### src/rtl/frame_update_ctrl_pkg.sv
// Shared types and constants for the frame-synchronous display update controller.
package frame_update_ctrl_pkg;

    typedef enum logic [1:0] {
        IDLE   = 2'd0,
        PEND   = 2'd1,
        COMMIT = 2'd2,
        ACK    = 2'd3
    } state_t;

    localparam int unsigned DATA_W = 72;

    // Byte offsets within the packed 72-bit BCD word, MSB first
    localparam int unsigned OFF_HORA   = 64;
    localparam int unsigned OFF_MIN    = 56;
    localparam int unsigned OFF_SEG    = 48;
    localparam int unsigned OFF_DIA    = 40;
    localparam int unsigned OFF_MES    = 32;
    localparam int unsigned OFF_YEAR   = 24;
    localparam int unsigned OFF_HCRONO = 16;
    localparam int unsigned OFF_MCRONO = 8;
    localparam int unsigned OFF_SCRONO = 0;

    localparam int unsigned V_ACTIVE_DEF     = 480;
    localparam int unsigned BLINK_FRAMES_DEF = 30;

    function automatic logic [7:0] bcd_byte(
        input logic [DATA_W-1:0] d,
        input int unsigned       off
    );
        return d[off +: 8];
    endfunction

endpackage

### src/rtl/frame_update_ctrl_vblank.sv
// Start-of-vertical-blanking detector; the line register advances only on
// pixel-rate ticks so the edge is seen once per frame.
module vblank_detect #(
    parameter int unsigned V_ACTIVE = 480
) (
    input  logic       clk,
    input  logic       rst,
    input  logic       pixel_rate,
    input  logic [9:0] pixel_y,
    output logic       frame_tick
);

    localparam logic [9:0] V_LINE = 10'(V_ACTIVE);

    logic [9:0] y_q, y_d;
    logic       tick_q, tick_d;

    always_comb begin
        y_d    = y_q;
        tick_d = 1'b0;
        if (pixel_rate) begin
            y_d    = pixel_y;
            tick_d = (pixel_y == V_LINE) && (y_q != V_LINE);
        end
    end

    always_ff @(posedge clk or posedge rst) begin
        if (rst) begin
            y_q    <= '0;
            tick_q <= 1'b0;
        end else begin
            y_q    <= y_d;
            tick_q <= tick_d;
        end
    end

    assign frame_tick = tick_q;

endmodule

### src/rtl/frame_update_ctrl.sv
// Tear-free display update: capture on request, commit at vertical blanking.
// Define FRAME_BLINK_EN to build the frame-based blink generator on parpadeo.
module frame_update_ctrl
    import frame_update_ctrl_pkg::*;
#(
    parameter int unsigned V_ACTIVE     = V_ACTIVE_DEF,
    parameter int unsigned BLINK_FRAMES = BLINK_FRAMES_DEF
) (
    input  logic              reloj_nexys,
    input  logic              reset_total,
    input  logic              pixel_rate,
    input  logic [9:0]        pixel_y,
    input  logic              upd_req,
    input  logic [DATA_W-1:0] dato_in,
    output logic              upd_ack,
    output logic [DATA_W-1:0] dato_out,
    output logic              pendiente,
    output logic              frame_tick,
    output logic              parpadeo
);

    if (BLINK_FRAMES == 0) begin : g_bad_blink
        $error("BLINK_FRAMES must be nonzero");
    end
    if (V_ACTIVE > 1023) begin : g_bad_vactive
        $error("V_ACTIVE must fit in pixel_y");
    end

    vblank_detect #(
        .V_ACTIVE (V_ACTIVE)
    ) u_vblank (
        .clk        (reloj_nexys),
        .rst        (reset_total),
        .pixel_rate (pixel_rate),
        .pixel_y    (pixel_y),
        .frame_tick (frame_tick)
    );

    state_t              state_q, state_d;
    logic [DATA_W-1:0]   shadow_q, shadow_d;
    logic [DATA_W-1:0]   dout_q, dout_d;
    logic                ack_q, ack_d;
    logic                pend_q, pend_d;

    // A tick seen in IDLE is ignored, so a same-cycle request waits a frame
    always_comb begin
        state_d  = state_q;
        shadow_d = shadow_q;
        dout_d   = dout_q;
        ack_d    = ack_q;
        pend_d   = pend_q;
        unique case (state_q)
            IDLE: begin
                if (upd_req) begin
                    shadow_d = dato_in;
                    pend_d   = 1'b1;
                    state_d  = PEND;
                end
            end
            PEND: begin
                if (frame_tick) begin
                    pend_d  = 1'b0;
                    state_d = COMMIT;
                end
            end
            COMMIT: begin
                dout_d  = shadow_q;
                state_d = ACK;
            end
            ACK: begin
                ack_d = 1'b1;
                if (!upd_req) begin
                    ack_d   = 1'b0;
                    state_d = IDLE;
                end
            end
            default: state_d = IDLE;
        endcase
    end

    always_ff @(posedge reloj_nexys or posedge reset_total) begin
        if (reset_total) begin
            state_q  <= IDLE;
            shadow_q <= '0;
            dout_q   <= '0;
            ack_q    <= 1'b0;
            pend_q   <= 1'b0;
        end else begin
            state_q  <= state_d;
            shadow_q <= shadow_d;
            dout_q   <= dout_d;
            ack_q    <= ack_d;
            pend_q   <= pend_d;
        end
    end

    assign dato_out  = dout_q;
    assign upd_ack   = ack_q;
    assign pendiente = pend_q;

`ifdef FRAME_BLINK_EN
    localparam int unsigned CNT_W =
        (BLINK_FRAMES > 1) ? $clog2(BLINK_FRAMES) : 1;
    localparam logic [CNT_W-1:0] CNT_LAST = CNT_W'(BLINK_FRAMES - 1);

    logic [CNT_W-1:0] cnt_q, cnt_d;
    logic             blink_q, blink_d;

    always_comb begin
        cnt_d   = cnt_q;
        blink_d = blink_q;
        if (frame_tick) begin
            if (cnt_q == CNT_LAST) begin
                cnt_d   = '0;
                blink_d = ~blink_q;
            end else begin
                cnt_d = cnt_q + 1'b1;
            end
        end
    end

    always_ff @(posedge reloj_nexys or posedge reset_total) begin
        if (reset_total) begin
            cnt_q   <= '0;
            blink_q <= 1'b0;
        end else begin
            cnt_q   <= cnt_d;
            blink_q <= blink_d;
        end
    end

    assign parpadeo = blink_q;
`else
    assign parpadeo = 1'b0;
`endif

endmodule

### config.mk
export PLATFORM = sky130hd
export DESIGN_NAME = frame_update_ctrl
export DESIGN_NICKNAME = d
export VERILOG_FILES = /design/src/rtl/frame_update_ctrl_pkg.sv /design/src/rtl/frame_update_ctrl_vblank.sv /design/src/rtl/frame_update_ctrl.sv
export SDC_FILE = /design/constraint.sdc
export NUM_CORES = 1
export LEC_CHECK = 0
export ABC_AREA = 1
export BUFFER_PORTS_ARGS = -buffer_cell sky130_fd_sc_hd__buf_2
export CAP_MARGIN = 20
export CELL_PAD_IN_SITES_DETAIL_PLACEMENT = 2
export CELL_PAD_IN_SITES_GLOBAL_PLACEMENT = 2
export CORE_MARGIN = 2
export CORE_UTILIZATION = 33
export DETAILED_ROUTE_END_ITERATION = 8
export PLACE_DENSITY = 0.83
export SYNTH_ARGS = -nofsm -noshare
export SYNTH_HDL_FRONTEND = slang
export SYNTH_HIERARCHICAL = 1
export SYNTH_SLANG_ARGS = --single-unit
### constraint.sdc
create_clock -name reloj_nexys -period 10.6 [get_ports reloj_nexys]
set_input_delay 0 -clock reloj_nexys [delete_from_list [all_inputs] [get_ports reloj_nexys]]
set_output_delay 0 -clock reloj_nexys [all_outputs]
set_load 0.05 [all_outputs]
# Word-level counts from Yosys, hierarchy flattened
# Cells that the tools add are included.
# totals
ff_bits	159
in_bits	86
output_inout_bits	76
# classes
n_eq_ne	8
n_mux	9
n_reduce_logical	6
# ops
op	n
$eq 10x9->1 const B	1
$ne 10x9->1 const B	1
$pmux 2 s4	1
$mux 2	3
$reduce_and 3->1	2
$eq 2x2->1 const B	2
$mux 1	4
$ne 2x2->1 const B	2
$eq 2x1->1 const B	1
$logic_not 2->1	1
$ne 2x1->1 const B	1
$pmux 1 s2	1
$reduce_and 2->1	1
$reduce_bool 2->1	1
$logic_and 1x1->1	1

# Longest topological paths before layout
# depth
word_depth	3
depth_mapped	7

# Cells and area by module
# Netlist, hierarchy kept.
# modules_own_cells
mod	instances	cells_per_inst	area_per_inst_um2
frame_update_ctrl	1	643	5738.0
vblank_detect	1	53	489.2

# Least setup slack after synthesis
# No wires, ideal clock.
# synth_path
path_type	register to register
from	register state_q[0]
to	register dout_q[0] (netlist: dato_out[0])
setup_ns	0.065
arrival_time_ns	1.177
slack_ns	9.358
stages_incl_launch_ff	8
n_path_buf	2
synth_period_minus_slack_ns	1.242
cell_sequence	dfrtp_1 inv_1 ha_1 buf_2 inv_2 buf_6 nand2_1 nand2_1
# synth_via
elab_chain_len	1
# synth_lines
item	line_no	source
from (decl)	frame_update_ctrl.sv:39	state_t state_q, state_d;
from (signal assigned)	frame_update_ctrl.sv:89	state_q <= state_d;
$eq 2x2->1	frame_update_ctrl.sv:52	unique case (state_q)
to (signal assigned)	frame_update_ctrl.sv:91	dout_q <= dout_d;
to (decl)	frame_update_ctrl.sv:41	logic [DATA_W-1:0] dout_q, dout_d;
# Every way passes these cells.
# A chain may end at the register's enable or synchronous reset.

# Worst setup path after layout
# layout_path
from	register state_q[0]
to	register dout_q[56] (netlist: dato_out[56])
# The elaborated chain is that of the path after synthesis.

==> results.tsv <==
metric	value	unit
RSZ-0062 raised after global routing	no	
Cells after DPL	1062	
sequential element share of the synthesized area	0.6389	
HP Class	in2reg	
Crit Reg-Reg Endpoint	dato_out[56]$_DFFE_PP0N_	
max-cap violations	0	
number of synthesized flops with an enable pin	0	
worst r2r src	state_q[0]$_DFFE_PP0P_	
DRC	0	
fill count	2013	
placed wire-length estimate	11040	um
endpoint arrival time on the critical path	2.40	ns
main combinational cell family by area after synthesis	simple AND/OR/NAND/NOR gates	
crit path max fanout	42	
antenna violations before repair	0	
dpl ws	8.575	ns
Mapped Nets	786	
Area after DPL	7096	sq um
Worst Setup SP	state_q[0]$_DFFE_PP0P_	
total CTS buffers	17	
CP Capture Point	dato_out[56]$_DFFE_PP0N_	
post-synthesis cell type count	18	
mux contribution to synthesized area	0.005425	
Core Footprint	18580	sq um
Avg Inst Size Synth	8.947	sq um
Syn-to-layout area delta	37.63	%
Pre-Repair DR Iteration Count	4	
flop2flop setup slack	8.56	ns
number of global-route vias before repair	6351	
Final GP Congestion	0.7119	
clock sink count	159	
adder-cell area share of the yosys netlist	0.008037	
Die Span Y	141.4	um
FFs w/ async S/R, synth	1.000	
DRT antenna net count	0	
crit end category	register	
Congestion Overflow GR	0	
Routed WL per cell	17.39	um
Final Max Tran Viols	0	
#FFs+latches synth	159	
post-synth top area share	0.6389	
GRT Util Overall	0.2179	
post-CTS sizing	0	
Worst Skew	0.008256	ns
Pleak	4.798	nW
DIE WIDTH	141.4	um
ranking of synthesized cells by area	dfrtp_1, nand2_1, buf_6	
via count	5476	
commonest non-fill, non-tap cells in the layout	nand2_1, buf_2, dfrtp_1, dlygate4sd3_1, clkbuf_16	
peak supply drop	0.0001422	V
WL final	20610	um
status	completed	
H-Tree Depth	4	
fin crit share	0.1926	
site row count	50	
share of post-route cells with drive strength above 1	0.2166	
# IOs	162	
Clock transition at path regs	0.06	ns
Total Neg Setup Slack	0	ns
Setup Fix Bufs, Post-CTS	0	
port bufs	160	
synthesized area	6227	sq um
Min Clock Period, post-route	2.041	ns
Worst Slack Setup Final	8.559	ns
power density over the cells	319.1	nW/um^2
Hold Path Origin	pixel_rate	
post-synthesis xor/xnor area fraction	0	
CTS Root Cell	clkbuf_16	
slew of the pin with the lowest slew margin	0.8244	ns
Worst Path Required	10.96	ns
final hold violations	0	
Nets	1028	
Synth Area in Compound Gates	0.006831	
Fmax achieved	0.4898	GHz
slew margin rel.	0.4504	
Initial DRC Count	184	
largest area contributor in the netlist	dfrtp_1	
Final Instance Count excl. Fillers	1185	
fraction of the mapped netlist area in simple logic gates	0.2867	
kind of critical path	reg2reg	
clk buf depth	2	
Reg2Reg Depth	6	
number of vias per cell	4.621	
die area	19990	sq um
Initial Utilization	0.3352	
crit path launch type	register	
number of inserted diodes	0	
final instance area	8571	sq um
CTS tree	yes	
final-report setup violation count	0	
synth warn	6	
Worst-Skew Late Latency	0.43	ns
most common cell after layout, fill and taps aside	nand2_1	
first-pass GRT wire length	33670	um
Syn Inst Count	696	
ys flop type	dfrtp_1	
largest net degree at the start of global routing	84	
-- synthesized netlist by cell type (2+ instances only) --
cell     number
nand2_1     450
nand2_2       2
inv_1        16
ha_1          4
o21ai_0       3
mux2_2        3
dfrtp_1     159
nand4_1       3
nor2_1       12
nand3_1       4
buf_2        15
a21oi_1       4
buf_6        16
-- worst max-delay path, cell delays in order (launching register included) --
cell,delay (ns)
dfrtp_1,0.40
inv_1,0.09
ha_2,0.19
inv_2,0.45
buf_4,0.51
nand2_1,0.17
nand2_1,0.12
-- kinds of logic (layout without fill, tap and decap cells) --
logic type,count (synthesis),count (layout)
AOI/OAI and AO/OA,8,8
adders and majority gates,4,4
buffers and inverters,50,305
DFF,159,159
muxes,3,3
other,1,1
and+or+nand+nor,471,471
-- sequential cells by signal (all words and copies together) (netlist names) --
signal	flops
u_vblank/frame_tick	1
state_q	2
pendiente	1
u_vblank/y_q	10
dato_out	72
upd_ack	1
shadow_q	72
-- power by group --
group	switching, mW	internal (mW)
logic	0.864	0.276
clock network	0.264	0.309
registers	0.156	0.865
total	1.28	1.45
-- repair_timing --
action                                  4_1_cts  5_1_grt
endpoints found under the hold margin       162        0
hold buffers                                 90        0
endpoints found under the setup margin        0        0
-- final cells by class --
cell class	instances	area [sq um]	area share
multi-input combinational	487	1918	0.2238
clock buffer	18	439.2	0.05124
timing repair buffer	255	1759	0.2053
tap	234	292.8	0.03416
clock inverter	14	107.6	0.01255
inverter	18	75.07	0.008759
sequential	159	3979	0.4642
-- worst min path at each step --
stage,endpoint,slack (ns),cells past startpoint
after floorplan,u_vblank/frame_tick$_DFF_PP0_,-0.15,1
after global placement,u_vblank/y_q[7]$_DFFE_PP0P_,0.06,2
after detailed placement,u_vblank/y_q[5]$_DFFE_PP0P_,0.07,2
after CTS,u_vblank/y_q[8]$_DFFE_PP0P_,0.008,2
after global routing,u_vblank/y_q[8]$_DFFE_PP0P_,0.03,2
final,u_vblank/y_q[8]$_DFFE_PP0P_,0.02,2
-- metal layers --
metal | wire, um | track usage | up-vias
met4 | 472 | 0.07526 | 0
met3 | 721 | 0.04185 | 35
met1 | 8180 | 0.2457 | 2736
li1 | - | - | 2578
met2 | 11230 | 0.4103 | 127
met5 | 0 | 0 | -
-- through the flow --
stage / total power [mW] / hold slack [ns] / utilization
floorplan: 1.843 / -0.1476 / -
global placement: 2.074 / 0.06070 / 0.3819
detailed placement: 2.131 / 0.06663 / 0.3819
CTS: 2.747 / 0.008074 / 0.4598
global route: 2.925 / 0.03488 / 0.4613
finish: 2.735 / 0.02455 / 0.4613
No activity file was read; power rests on OpenSTA's default activity.
